$ cat config.mk
export PLATFORM = sky130hd
export DESIGN_NAME = clock_set_ctrl
export DESIGN_NICKNAME = d
export VERILOG_FILES = /design/src/rtl/clock_set_ctrl.sv
export SDC_FILE = /design/constraint.sdc
export NUM_CORES = 1
export LEC_CHECK = 0
export CORE_MARGIN = 2
export CORE_UTILIZATION = 55
export DETAILED_ROUTE_END_ITERATION = 7
export HOLD_SLACK_MARGIN = 0.06
export PLACE_DENSITY = 0.84
export SYNTH_ARGS = -nofsm -noshare
export SYNTH_HDL_FRONTEND = slang
export SYNTH_SLANG_ARGS = --single-unit
$ cat constraint.sdc
create_clock -name clk -period 3.5 [get_ports clk]
set_input_delay 0.525 -clock clk [delete_from_list [all_inputs] [get_ports clk]]
set_output_delay 0.525 -clock clk [all_outputs]
set_load 0.03 [all_outputs]
$ cat src/rtl/clock_set_ctrl.sv
// ---------------------------------------------------------------------------
// clock_set_ctrl
//
// Sequencing and setting controller for an HH:MM:SS timekeeping counter.
// It is the only source of the counter's 1 Hz advance pulse and of its
// parallel-load path. Two debounced buttons drive a mode FSM that lets the
// user edit the time and an alarm HH:MM. The edited time is written into
// the counter with a single load strobe. An alarm output is raised when the
// running time reaches the stored alarm time.
//
// Parameters
//   TICK_DIV    clk cycles per tick_en pulse (minimum 2)
//   REPEAT_DLY  clk cycles inc_btn must be held before the first auto-repeat,
//               and the spacing between later repeats
//   ALARM_SECS  tick_en pulses after which alarm_out clears by itself
//
// Ports
//   clk        in   system clock, all state updates on the rising edge
//   rst        in   asynchronous reset, active low
//   mode_btn   in   debounced level, rising edge = mode event
//   inc_btn    in   debounced level, rising edge = increment event
//   alarm_en   in   alarm armed while high
//   cur_hh     in   current hours from the counter (0..23)
//   cur_mm     in   current minutes (0..59)
//   cur_ss     in   current seconds (0..59)
//   tick_en    out  one-cycle advance pulse to the counter
//   load_en    out  one-cycle parallel-load strobe to the counter
//   load_hh    out  hours load value
//   load_mm    out  minutes load value
//   load_ss    out  seconds load value, always 0
//   disp_hh    out  hours to display
//   disp_mm    out  minutes to display
//   mode       out  encoded FSM state
//   alarm_out  out  alarm active
// ---------------------------------------------------------------------------
module clock_set_ctrl #(
   parameter int TICK_DIV   = 50000000,
   parameter int REPEAT_DLY = 25000000,
   parameter int ALARM_SECS = 60
) (
   input  logic       clk,
   input  logic       rst,
   input  logic       mode_btn,
   input  logic       inc_btn,
   input  logic       alarm_en,
   input  logic [4:0] cur_hh,
   input  logic [5:0] cur_mm,
   input  logic [5:0] cur_ss,
   output logic       tick_en,
   output logic       load_en,
   output logic [4:0] load_hh,
   output logic [5:0] load_mm,
   output logic [5:0] load_ss,
   output logic [4:0] disp_hh,
   output logic [5:0] disp_mm,
   output logic [2:0] mode,
   output logic       alarm_out
);

   localparam int PW = (TICK_DIV > 2) ? $clog2(TICK_DIV) : 1;
   localparam int RW = $clog2(REPEAT_DLY + 1);
   localparam int AW = (ALARM_SECS > 2) ? $clog2(ALARM_SECS) : 1;

   typedef enum logic [2:0] {
      RUN     = 3'd0,
      SET_HR  = 3'd1,
      SET_MIN = 3'd2,
      AL_HR   = 3'd3,
      AL_MIN  = 3'd4
   } state_t;

   state_t        state;
   state_t        state_next;

   logic          mode_prev;
   logic          inc_prev;
   logic [PW-1:0] presc;
   logic [RW-1:0] rep_cnt;
   logic [AW-1:0] alarm_cnt;
   logic [4:0]    edit_hh;
   logic [5:0]    edit_mm;
   logic [4:0]    al_hh;
   logic [5:0]    al_mm;
   logic          match_prev;

   logic          mode_rise;
   logic          inc_rise;
   logic          btn_rise;
   logic          consume;
   logic          mode_ev;
   logic          rep_hit;
   logic          inc_ev;
   logic          in_set;
   logic          hold;
   logic          match;
   logic          alarm_set;
   logic          alarm_clr;

   function automatic logic [4:0] next_hour(input logic [4:0] h);
      return (h == 5'd23) ? 5'd0 : h + 5'd1;
   endfunction

   function automatic logic [5:0] next_minute(input logic [5:0] m);
      return (m == 6'd59) ? 6'd0 : m + 6'd1;
   endfunction

   // Event decode. A button edge that arrives while the alarm is sounding
   // only silences the alarm and is otherwise thrown away. A mode event
   // beats an increment (edge or auto-repeat) in the same cycle.
   assign mode_rise = mode_btn & ~mode_prev;
   assign inc_rise  = inc_btn & ~inc_prev;
   assign btn_rise  = mode_rise | inc_rise;
   assign consume   = alarm_out & btn_rise;
   assign mode_ev   = mode_rise & ~consume;
   assign rep_hit   = inc_btn & inc_prev & (rep_cnt == RW'(REPEAT_DLY));
   assign inc_ev    = (inc_rise | rep_hit) & ~consume & ~mode_ev;

   assign in_set    = (state == SET_HR) || (state == SET_MIN);

   // The counter is frozen while the time is being edited. The prescaler is
   // also held through the load cycle so that the first tick after a load
   // lands a full TICK_DIV cycles after the strobe.
   assign hold      = in_set || load_en;
   assign tick_en   = !hold && (presc == PW'(TICK_DIV - 1));

   assign load_ss   = 6'd0;
   assign mode      = state;

   // Alarm match is suppressed while editing so that a transient edit value
   // cannot trigger it.
   assign match     = alarm_en && !in_set && (cur_hh == al_hh) &&
                      (cur_mm == al_mm) && (cur_ss == 6'd0);
   assign alarm_set = match && !match_prev;
   assign alarm_clr = !alarm_en || btn_rise ||
                      (alarm_out && tick_en && (alarm_cnt == AW'(ALARM_SECS - 1)));

   // Mode FSM state register.
   always_ff @(posedge clk or negedge rst) begin
      if (!rst) begin
         state <= RUN;
      end else begin
         state <= state_next;
      end
   end

   // Mode FSM next state: each accepted mode event steps round the ring.
   always_comb begin
      state_next = state;
      if (mode_ev) begin
         case (state)
            RUN:     state_next = SET_HR;
            SET_HR:  state_next = SET_MIN;
            SET_MIN: state_next = AL_HR;
            AL_HR:   state_next = AL_MIN;
            AL_MIN:  state_next = RUN;
            default: state_next = RUN;
         endcase
      end
   end

   // Previous button levels for edge detection. Cleared by reset so a
   // button held through reset release is seen as a fresh press.
   always_ff @(posedge clk or negedge rst) begin
      if (!rst) begin
         mode_prev <= 1'b0;
         inc_prev  <= 1'b0;
      end else begin
         mode_prev <= mode_btn;
         inc_prev  <= inc_btn;
      end
   end

   // Time-base prescaler producing the one-second advance pulse.
   always_ff @(posedge clk or negedge rst) begin
      if (!rst) begin
         presc <= '0;
      end else if (hold) begin
         presc <= '0;
      end else if (presc == PW'(TICK_DIV - 1)) begin
         presc <= '0;
      end else begin
         presc <= presc + PW'(1);
      end
   end

   // Auto-repeat timer. It holds the number of cycles inc_btn has been
   // high since the press (or since the last repeat), so it reads
   // REPEAT_DLY exactly on the cycle a repeat is due. Restarting at 1 after
   // a hit keeps the repeat spacing at REPEAT_DLY.
   always_ff @(posedge clk or negedge rst) begin
      if (!rst) begin
         rep_cnt <= '0;
      end else if (!inc_btn || mode_ev) begin
         rep_cnt <= '0;
      end else if (rep_hit) begin
         rep_cnt <= RW'(1);
      end else begin
         rep_cnt <= rep_cnt + RW'(1);
      end
   end

   // Edit copy of the time: captured from the counter on entry to SET_HR,
   // then adjusted by increments in the two SET modes.
   always_ff @(posedge clk or negedge rst) begin
      if (!rst) begin
         edit_hh <= 5'd0;
         edit_mm <= 6'd0;
      end else if (mode_ev && (state == RUN)) begin
         edit_hh <= cur_hh;
         edit_mm <= cur_mm;
      end else if (inc_ev) begin
         if (state == SET_HR) begin
            edit_hh <= next_hour(edit_hh);
         end
         if (state == SET_MIN) begin
            edit_mm <= next_minute(edit_mm);
         end
      end
   end

   // Stored alarm time, adjusted only in the two alarm modes.
   always_ff @(posedge clk or negedge rst) begin
      if (!rst) begin
         al_hh <= 5'd0;
         al_mm <= 6'd0;
      end else if (inc_ev) begin
         if (state == AL_HR) begin
            al_hh <= next_hour(al_hh);
         end
         if (state == AL_MIN) begin
            al_mm <= next_minute(al_mm);
         end
      end
   end

   // Parallel load into the counter, issued only when leaving SET_MIN.
   // The load values stay put between loads.
   always_ff @(posedge clk or negedge rst) begin
      if (!rst) begin
         load_en <= 1'b0;
         load_hh <= 5'd0;
         load_mm <= 6'd0;
      end else begin
         load_en <= mode_ev && (state == SET_MIN);
         if (mode_ev && (state == SET_MIN)) begin
            load_hh <= edit_hh;
            load_mm <= edit_mm;
         end
      end
   end

   // Alarm output. It sets on the rising edge of the match condition and
   // counts ticks while active so that it can time out. Every clear source
   // takes priority over a set in the same cycle.
   always_ff @(posedge clk or negedge rst) begin
      if (!rst) begin
         match_prev <= 1'b0;
         alarm_out  <= 1'b0;
         alarm_cnt  <= '0;
      end else begin
         match_prev <= match;
         if (alarm_clr) begin
            alarm_out <= 1'b0;
            alarm_cnt <= '0;
         end else if (alarm_set) begin
            alarm_out <= 1'b1;
            alarm_cnt <= '0;
         end else if (alarm_out && tick_en) begin
            alarm_cnt <= alarm_cnt + AW'(1);
         end
      end
   end

   // Display mux: the value being edited, the alarm time, or the live time.
   always_comb begin
      disp_hh = cur_hh;
      disp_mm = cur_mm;
      case (state)
         SET_HR, SET_MIN: begin
            disp_hh = edit_hh;
            disp_mm = edit_mm;
         end
         AL_HR, AL_MIN: begin
            disp_hh = al_hh;
            disp_mm = al_mm;
         end
         default: begin
            disp_hh = cur_hh;
            disp_mm = cur_mm;
         end
      endcase
   end

endmodule

* Word-level counts from Yosys, hierarchy flattened
Index checks and enable logic that the tools add are counted.
W data, S select, Z words.
** Word-level totals
- Logic and storage cells :: 104
- Output and inout port bits :: 34
- Flip-flop bits (word level) :: 98
- Input bits :: 22
** Cells by class
- Reductions and logical operators :: 33
- Bitwise gates (word level) :: 14
- Multiplexer cells :: 22
- Eq/ne operators :: 13
- Add/sub/neg operators :: 7
** Operators by type and width (count)
- $mux W26 :: 2
- $mux W25 :: 2
- $mux W6 :: 8
- $add A26 B1 Y26 const B :: 1
- $eq A26 B26 Y1 const B :: 1
- $add A25 B1 Y25 const B :: 1
- $eq A25 B25 Y1 const B :: 1
- $mux W5 :: 5
- $add A6 B1 Y6 const B :: 3
- $eq A6 B6 Y1 const B :: 3
- $pmux W3 S4 :: 1
- $pmux W6 S2 :: 1
- $add A5 B1 Y5 const B :: 2
- $eq A5 B5 Y1 const B :: 2
- $logic_and A1 B1 Y1 :: 10
- $pmux W5 S2 :: 1
- $and A1 B1 Y1 :: 8
- $reduce_and A2 Y1 :: 4
- $reduce_bool A2 Y1 :: 4
- $eq A3 B2 Y1 const B :: 2
- $eq A6 B6 Y1 :: 1
- $logic_not A6 Y1 :: 1
- $eq A5 B5 Y1 :: 1
- $logic_not A1 Y1 :: 5
- 9 further kinds :: 19

* Longest topological paths before layout
Gate-level depths: netlist of the first run.
- Word-level depth :: 10
- Mapped depth :: 8
- Depth with buffers taken out :: 7

* Worst setup path after synthesis of the first run
OpenSTA, ideal clock, no wires.
- Kind :: register to output
- Start point :: reg state[2] (netlist: mode[2])
- End point :: out disp_hh[2]
- Path buffers :: 1
- Arrival :: 2.242 ns
- Slack :: 0.733 ns
- Data required time :: 2.975 ns
- Stages on the path, launching flop included :: 7
- Cell sequence :: dfrtp_1 > buf_2 > clkinv_1 > nand3_1 > a21boi_0 > nor2_1 > a211oi_1
** On the way
- Cells in the longest elaborated chain, start to end :: 3
- Elaborated cells between the ends (all ways) :: 7
- Those cells by class :: eq/ne (4); mux (1); reduce/logical (2)
** RTL lines
- start, declared :: RTL line 72 : state_t state;
- start signal, assigned :: RTL line 142 : state <= state_next;
- $eq A3 B2 Y1 (tied with other cells) :: RTL line 278 : case (state)
- $reduce_or A2 Y1 :: RTL line 278
- $pmux W5 S2 (*) :: RTL line 278
- end, declared :: RTL line 54 : output logic [4:0] disp_hh,
Mark *: on every way between the ends. The rest lies on a longest branch, timed or not.

* Worst setup path in the final report of the first run
- Start point :: reg presc[0]
- End point :: out tick_en
** On the way
- Cells in the longest elaborated chain, start to end :: 2
** RTL lines
- start, declared :: RTL line 77 : logic [PW-1:0] presc;
- start signal, assigned :: RTL line 182 : presc <= presc + PW'(1);
- $eq A26 B26 Y1 :: RTL line 124 : assign tick_en = !hold && (presc == PW'(TICK_DIV - 1));
- $logic_and A1 B1 Y1 :: RTL line 124
- end, declared :: RTL line 49 : output logic tick_en,
Every way passes these cells.

==> metrics.md, run 1 <==
| Metric | Value |
|---|---|
| Post-synth EDFFs | `0` |
| Antenna-violating nets left | `0` |
| Worst endpoint data arrival time | `2.68 ns` |
| CP Class | `reg -> out` |
| Leading cell type in the layout, fill and taps excluded | `dfrtp_1` |
| Max-Slew Margin vs Limit | `48.90%` |
| First-pass GRT wire length | `22,160 um` |
| Largest net degree at the start of global routing | `39` |
| DR DRC count | `0` |
| Yosys reg bits | `98` |
| Core ar. | `0.01014 sq mm` |
| Detailed Routing Iterations Pass 1 | `5` |
| Asr flop ratio synth | `100.0%` |
| Final Hold Fails | `0` |
| Vias per cell | `5.879` |
| WL final | `12,860 um` |
| Crit-path cells | `ha_1, nand3_1, or3_1, nor4_1, clkdlybuf4s50_1` |
| Drt wl/cell | `16.00 um` |
| RSZ-0062 raised after global routing | `no` |
| Vias | `4,727` |
| Chip Width | `105.4 um` |
| Slew Limit Fails | `0` |
| Final-layout fill cell count | `825` |
| Post-synthesis sequential area ratio | `43.36%` |
| Post-place setup slack | `0.4314 ns` |
| Status | `finished, final reports clean` |
| CP Max Fanout | `4` |
| Cell variety after synth | `58` |
| Final GP Congestion | `0.8381` |
| Yosys top cell area share | `43.36%` |
| Synth Warn # | `0` |
| Setup TNS | `0 ns` |
| Layout cells sized above 1 | `9.731%` |
| Clock power frac | `18.0%` |
| Internal Pwr Total | `2.311 mW` |
| Lkg Pwr | `2.728 nW` |
| Hold_buf cts | `0` |
| Initial cell density of the core | `55.78%` |
| Worst-Margin Slew | `0.7594 ns` |
| Tmin final | `3.206 ns` |
| CTS tree | `done` |
| Clk_skew | `0.01866 ns` |
| Total GRT Usage | `24.60%` |
| Kind of cell adding the most delay to the critical path | `simple AND/OR/NAND/NOR gates` |
| Design area | `0.006442 sq mm` |
| Syn-to-layout area delta | `13.92%` |
| Post-CTS resize count | `0` |
| Post-synthesis cell count | `621` |
| Highest clock rate | `311.9 MHz` |
| Top Ports | `56` |
| Clock Tree Root | `clkbuf_8` |
| DP Area | `0.006240 sq mm` |
| H-tree level count | `3` |
| Tightest Hold Check Type | `in -> async` |
| Most frequent cells in the layout | `dfrtp_1 (98), nor2_1 (85), nand2_1 (82)` |
| Switching power | `1.806 mW` |
| Combinational power share | `44.5%` |
| CP startpoint kind | `flop` |
| Setup crit end kind | `output port` |
| Vias in the first global route | `4,724` |
| Fin worst setup slack | `0.2940 ns` |
| Yosys top cell by area | `dfrtp_1` |
| CTS clk-pin slew, worst paths | `0.12 ns` |
| Dpl hpwl | `9182 um` |
| Fin util | `63.54%` |
| CP max-delay cell | `clkdlybuf4s50_1` |
| WP buf/inv | `1` |
| Reg power frac | `37.5%` |
| Buffers on Ports | `49` |
| CTS sink cnt | `98` |
| Synthesized cell area | `0.005655 sq mm` |
| Worst vdd ir | `0.0004156 V` |
| Area of the die | `0.01111 sq mm` |
| Fin crit share | `91.60%` |
| Synth area leaders | `dfrtp_1 (43%), xor2_1 (5.9%), nor2_1 (5.6%)` |
| Crit path required time | `2.97 ns` |
| Final Setup Violations | `0` |
| Skew-Pair Late Insertion Delay | `0.39 ns` |
| Antenna diodes | `0` |
| Deepest clock path buffer count | `2` |
| Die height | `105.4 um` |
| Prevailing post-synth register cell | `dfrtp_1` |
| Final Total Pwr | `4.117 mW` |
| Power Dens Cells | `639.1 mW/mm^2` |
| Post-layout net count | `693` |
| Cell Rows | `37` |
| Initial antenna violation count | `0` |
| Num CTS Buffers | `9` |
| Max-Cap Viols | `0` |
| Total gr overflow | `0` |
| Syn Area/Cell | `9.107 sq um` |
| Setup bufs post-CTS | `0` |
| Critical path's largest stage delay | `0.74 ns` |
| Net Sw Frac | `43.87%` |
| DRT iter0 DRCs | `332` |
## worst register-to-register path, cell delays in order (launching register included)
cell and delay, ns:
dfrtp_1 0.49, nor4_4 0.36, nand4_2 0.15, nor4_4 0.60
or2_0 0.39, nand4_1 0.20, mux2_2 0.33
## metrics by stage
stage | hold slack [ns] | instances
CTS | 0.1039 | 804
detailed placement | 0.4628 | 788
finish | 0.08442 | 804
global route | 0.1127 | 804
floorplan | 0.2294 | 626
global placement | 0.4640 | 788
## routing by layer
metal	GRT usage, %	wire, um	vias to the layer above
met5	0	0	-
met4	7.524	218	0
met3	3.834	701	18
met2	41.20	6235	149
met1	32.98	5707	2324
li1	-	-	2236
## cell families (layout without fill, tap and decap cells)
group / Yosys count / in the layout / share of synthesized area [%]
compound gates: 83 / 83 / 9.691
buf+inv: 44 / 86 / 3.540
other cells: 1 / 6 / 0.06631
mux: 29 / 29 / 5.509
fa+ha+maj: 8 / 8 / 1.770
simple gates: 293 / 293 / 26.00
flops: 98 / 98 / 43.36
xor+xnor: 65 / 65 / 10.07
## layout make-up
| class | count | area [sq um] | share of cell area, % |
|---|---|---|---|
| multi-input combinational | 484 | 3022 | 46.90 |
| tap | 136 | 170.2 | 2.641 |
| timing repair buffer | 60 | 558.0 | 8.662 |
| clock buffer | 9 | 123.9 | 1.923 |
| sequential | 98 | 2452 | 38.07 |
| inverter | 10 | 37.54 | 0.5826 |
| clock inverter | 7 | 78.83 | 1.224 |
## Yosys cell counts, drive strengths merged (14+ instances only)
library cell   n
dfrtp         98
nor2          85
nand2         82
xor2          38
nand3         37
xnor2         27
o21ai         22
clkbuf        20
mux2          17
nand4         17
buf           14
## sequential cells by signal, indices dropped and copies added (netlist names)
register / cells
al_hh: 5
load_en: 1
presc: 26
al_mm: 6
alarm_out: 1
mode_prev: 1
mode: 3
edit_hh: 5
alarm_cnt: 6
rep_cnt: 25
match_prev: 1
inc_prev: 1
load_mm: 6
edit_mm: 6
load_hh: 5
## path summary, 6_finish.rpt
check,from,to,slack [ns],depth (start not counted)
worst max-delay path,presc[0]$_DFF_PN0_,tick_en,0.29,5
min in group clk,load_mm[1]$_DFFE_PN0P_,load_mm[1]$_DFFE_PN0P_,0.49,2
max in group asynchronous,rst,alarm_out$_DFFE_PN0P_,2.59,2
worst min register to register,load_mm[1]$_DFFE_PN0P_,load_mm[1]$_DFFE_PN0P_,0.49,2
worst min-delay path,rst,presc[6]$_DFF_PN0_,0.08,1
worst max register to register,rep_cnt[9]$_DFF_PN0_,al_mm[2]$_DFFE_PN0P_,0.89,6
## power by group through the flow
stage	Clock, mW	Sequential (mW)	Combinational, mW
2_1_floorplan	0	1.59	1.14
3_3_place_gp	0	1.55	1.78
3_5_place_dp	0	1.55	1.82
4_1_cts	0.758	1.54	1.84
5_1_grt	0.808	1.57	1.99
6_report	0.741	1.54	1.83
Note: power is estimated with default switching activity, not from simulation.
==> run 2, diff against run 1 <==
Settings changed: ABC_AREA from default to 1, PLACE_DENSITY 0.84 to 0.74, SETUP_SLACK_MARGIN from default to 0.2.
==> metrics.md, run 2 <==
| Metric | Value |
|---|---|
| Vias per cell | `5.449 (-7.3%)` |
| WL final | `14,660 um (+14%)` |
| Num CTS Buffers | `9 (unchanged)` |
| Largest net degree at the start of global routing | `57 (+46%)` |
| Reg2Reg Setup Slack | `1.50 ns (+0.61 ns)` |
| First-pass GRT wire length | `24,580 um (+11%)` |
| Worst vdd ir | `0.0003708 V (-11%)` |
| Final Setup Violations | `0 (unchanged)` |
| Synth Warn # | `0 (unchanged)` |
| Status | `finished, final reports clean` |
| Max-Slew Margin vs Limit | `51.08% (+2.2 points)` |
| Top Ports | `56 (unchanged)` |
| Start of the worst register-to-register path | `rep_cnt[0]$_DFF_PN0_` |
| Reg2Reg Depth | `9 (+3)` |
| Asr flop ratio synth | `100.0% (unchanged)` |
| WP buf/inv | `3 (+2)` |
| Buffers on Ports | `49 (unchanged)` |
| Post-place setup slack | `0.2366 ns (-0.1948 ns)` |
| Chip Width | `107.4 um (+1.9%)` |
| Largest regs | `presc (26), rep_cnt (25)` |
| Crit-path cells | `inv_1, nand3_2, nand2_2, inv_1, o221ai_1, clkdlybuf4s50_1` |
| Design area | `0.006713 sq mm (+4.2%)` |
| Total GRT Usage | `26.85% (+2.3 points)` |
| Highest clock rate | `321.7 MHz (+3.1%)` |
| Drt wl/cell | `14.67 um (-8.3%)` |
| Clk_skew | `0.01165 ns (-0.007005 ns)` |
| Layout cells sized above 1 | `7.068% (-2.7 points)` |
| Top reg by flops | `presc` |
| CTS clk-pin slew, worst paths | `0.09 ns (-0.03 ns)` |
| Cell mode on critical path | `inv_1` |
| Final Hold Fails | `0 (unchanged)` |
| Prevailing post-synth register cell | `dfrtp_1` |
| Fin util | `64.73% (+1.2 points)` |
| Yosys top cell by area | `dfrtp_1` |
| Yosys top cell area share | `41.68% (-1.7 points)` |
| RSZ-0062 raised after global routing | `no` |
| Critical path's largest stage delay | `0.71 ns (-0.03 ns)` |
| Vias | `5,444 (+15%)` |
| Tightest Hold Check Type | `in -> async` |
| Vias in the first global route | `5,168 (+9.4%)` |
| Post-synthesis cell count | `806 (+30%)` |
| Worst endpoint data arrival time | `2.58 ns (-0.10 ns)` |
| DR DRC count | `0 (unchanged)` |
| Synthesized cell area | `0.005884 sq mm (+4.0%)` |
| Die height | `107.4 um (+1.9%)` |
| Tmin final | `3.109 ns (-0.09707 ns)` |
| Max-Cap Viols | `0 (unchanged)` |
| Most frequent cells in the layout | `nand2_1 (212), nor2_1 (101), inv_1 (99)` |
| Cell Rows | `37 (unchanged)` |
| CP startpoint kind | `flop` |
| DRT iter0 DRCs | `448 (+35%)` |
| Post-synth EDFFs | `0 (unchanged)` |
| Setup crit end kind | `output port` |
| Yosys reg bits | `98 (unchanged)` |
| Fin Hold WS | `0.2172 ns (+0.1327 ns)` |
| Reg2reg end | `rep_cnt[13]$_DFF_PN0_` |
| Dpl hpwl | `11,120 um (+21%)` |
| Skew-Pair Late Insertion Delay | `0.38 ns (about the same)` |
| H-tree level count | `3 (unchanged)` |
| Lkg Pwr | `3.115 nW (+14%)` |
| Synth area leaders | `dfrtp_1 (42%), nand2_1 (14%), nor2_1 (6.5%)` |
| Setup bufs post-CTS | `0 (unchanged)` |
| Area of the die | `0.01154 sq mm (+3.9%)` |
| Post-synthesis sequential area ratio | `41.68% (-1.7 points)` |
| Deepest clock path buffer count | `2 (unchanged)` |
| Post-layout net count | `888 (+28%)` |
| Syn Area/Cell | `7.301 sq um (-20%)` |
| Slew Limit Fails | `0 (unchanged)` |
| Cell variety after synth | `37 (-36%)` |
| Hold_buf cts | `0 (unchanged)` |
| Synth cell count leaders | `nand2_1 (212), nor2_1 (102), inv_1 (99)` |
| Crit path required time | `2.97 ns (about the same)` |
| Power Dens Cells | `582.2 mW/mm^2 (-8.9%)` |
| CP Class | `reg -> out` |
| CP max-delay cell | `clkdlybuf4s50_1` |
| Antenna-violating nets left | `0 (unchanged)` |
| Setup TNS | `0 ns (unchanged)` |
| CTS sink cnt | `98 (unchanged)` |
| CTS tree | `done` |
| Initial antenna violation count | `0 (unchanged)` |
| Fin crit share | `88.83% (-2.8 points)` |
| Antenna diodes | `0 (unchanged)` |
| Clock Tree Root | `clkbuf_8` |
| Initial cell density of the core | `56.74% (+0.96 points)` |
| Final GP Congestion | `0.9018 (+7.6%)` |
| Max reg flops | `26 (unchanged)` |
| CP Max Fanout | `14 (+10)` |
| Kind of cell adding the most delay to the critical path | `buffers and inverters` |
| DP Area | `0.006491 sq mm (+4.0%)` |
| Core ar. | `0.01037 sq mm (+2.3%)` |
| Detailed Routing Iterations Pass 1 | `4 (-1)` |
| Total gr overflow | `0 (unchanged)` |
| Worst-Margin Slew | `0.7337 ns (-0.02569 ns)` |
| Most common cell in the netlist | `nand2_1` |
| Leading cell type in the layout, fill and taps excluded | `nand2_1` |
| Syn-to-layout area delta | `14.08%` |
| Fin worst setup slack | `0.3911 ns (+0.09708 ns)` |
run 2: cell types whose count changed in the layout (fill, tap and decap cells not counted), sizes merged, moves of 17 or more:
cell | before | now
nand3 | 37 | 65
nor2 | 85 | 116
a21oi | 10 | 30
nand2 | 82 | 216
mux2 | 17 | 0
xnor2 | 27 | 3
xor2 | 38 | 20
inv | 14 | 106
run 2: power by group:
part / leakage (nW) / switching [mW] / internal (mW)
Clock: 0.0966 / 0.397 / 0.351
Sequential: 1.33 / 0.171 / 1.29
Combinational: 1.69 / 1.10 / 0.600
Total: 3.11 / 1.66 / 2.24
run 2: worst max-delay path by stage:
stage,from,to,slack [ns],depth (start not counted)
6_report,mode[2]$_DFFE_PN0P_,disp_mm[1],0.39,6
5_1_grt,mode[2]$_DFFE_PN0P_,disp_hh[0],0.22,6
4_1_cts,mode[2]$_DFFE_PN0P_,disp_mm[1],0.21,6
3_5_place_dp,mode[2]$_DFFE_PN0P_,disp_mm[1],0.24,6
3_3_place_gp,mode[2]$_DFFE_PN0P_,disp_hh[0],0.39,6
2_1_floorplan,mode[2]$_DFFE_PN0P_,disp_hh[1],1.09,5
run 2: what timing repair did:
action	4_1_cts	5_1_grt
setup endpoints to repair	11	11
pin swaps	0	0
resized for setup	1	4
run 2: metrics by stage:
step	cells	power, mW
2_1_floorplan	811	2.564
3_3_place_gp	983	3.108
3_5_place_dp	983	3.150
4_1_cts	999	3.908
5_1_grt	999	4.163
6_report	999	3.908
run 2: area by class of cell:
class	count	area (sq um)
fill	950	3657
multi-input combinational	591	2985
sequential	98	2452
timing repair buffer	52	510.5
inverter	106	397.9
tap	136	170.2
clock buffer	12	145.1
clock inverter	4	51.30
run 2: kinds of logic (layout without fill, tap and decap cells):
family,after synthesis,in the layout,share of synthesized area [%]
DFF,98,98,41.68
buffers and inverters,122,174,8.335
adders and majority gates,8,8,1.701
and+or+nand+nor,466,466,36.30
other,1,6,0.06373
xor gates and xnor gates,23,23,3.423
AOI/OAI and AO/OA,88,88,8.505
run 2: layer usage:
metal | vias up | GRT usage [%] | wire (um)
met3 | 20 | 3.269 | 651
met1 | 2569 | 36.57 | 6776
met2 | 136 | 44.39 | 6955
li1 | 2719 | - | -
met5 | - | 0 | 0
met4 | 0 | 9.432 | 272
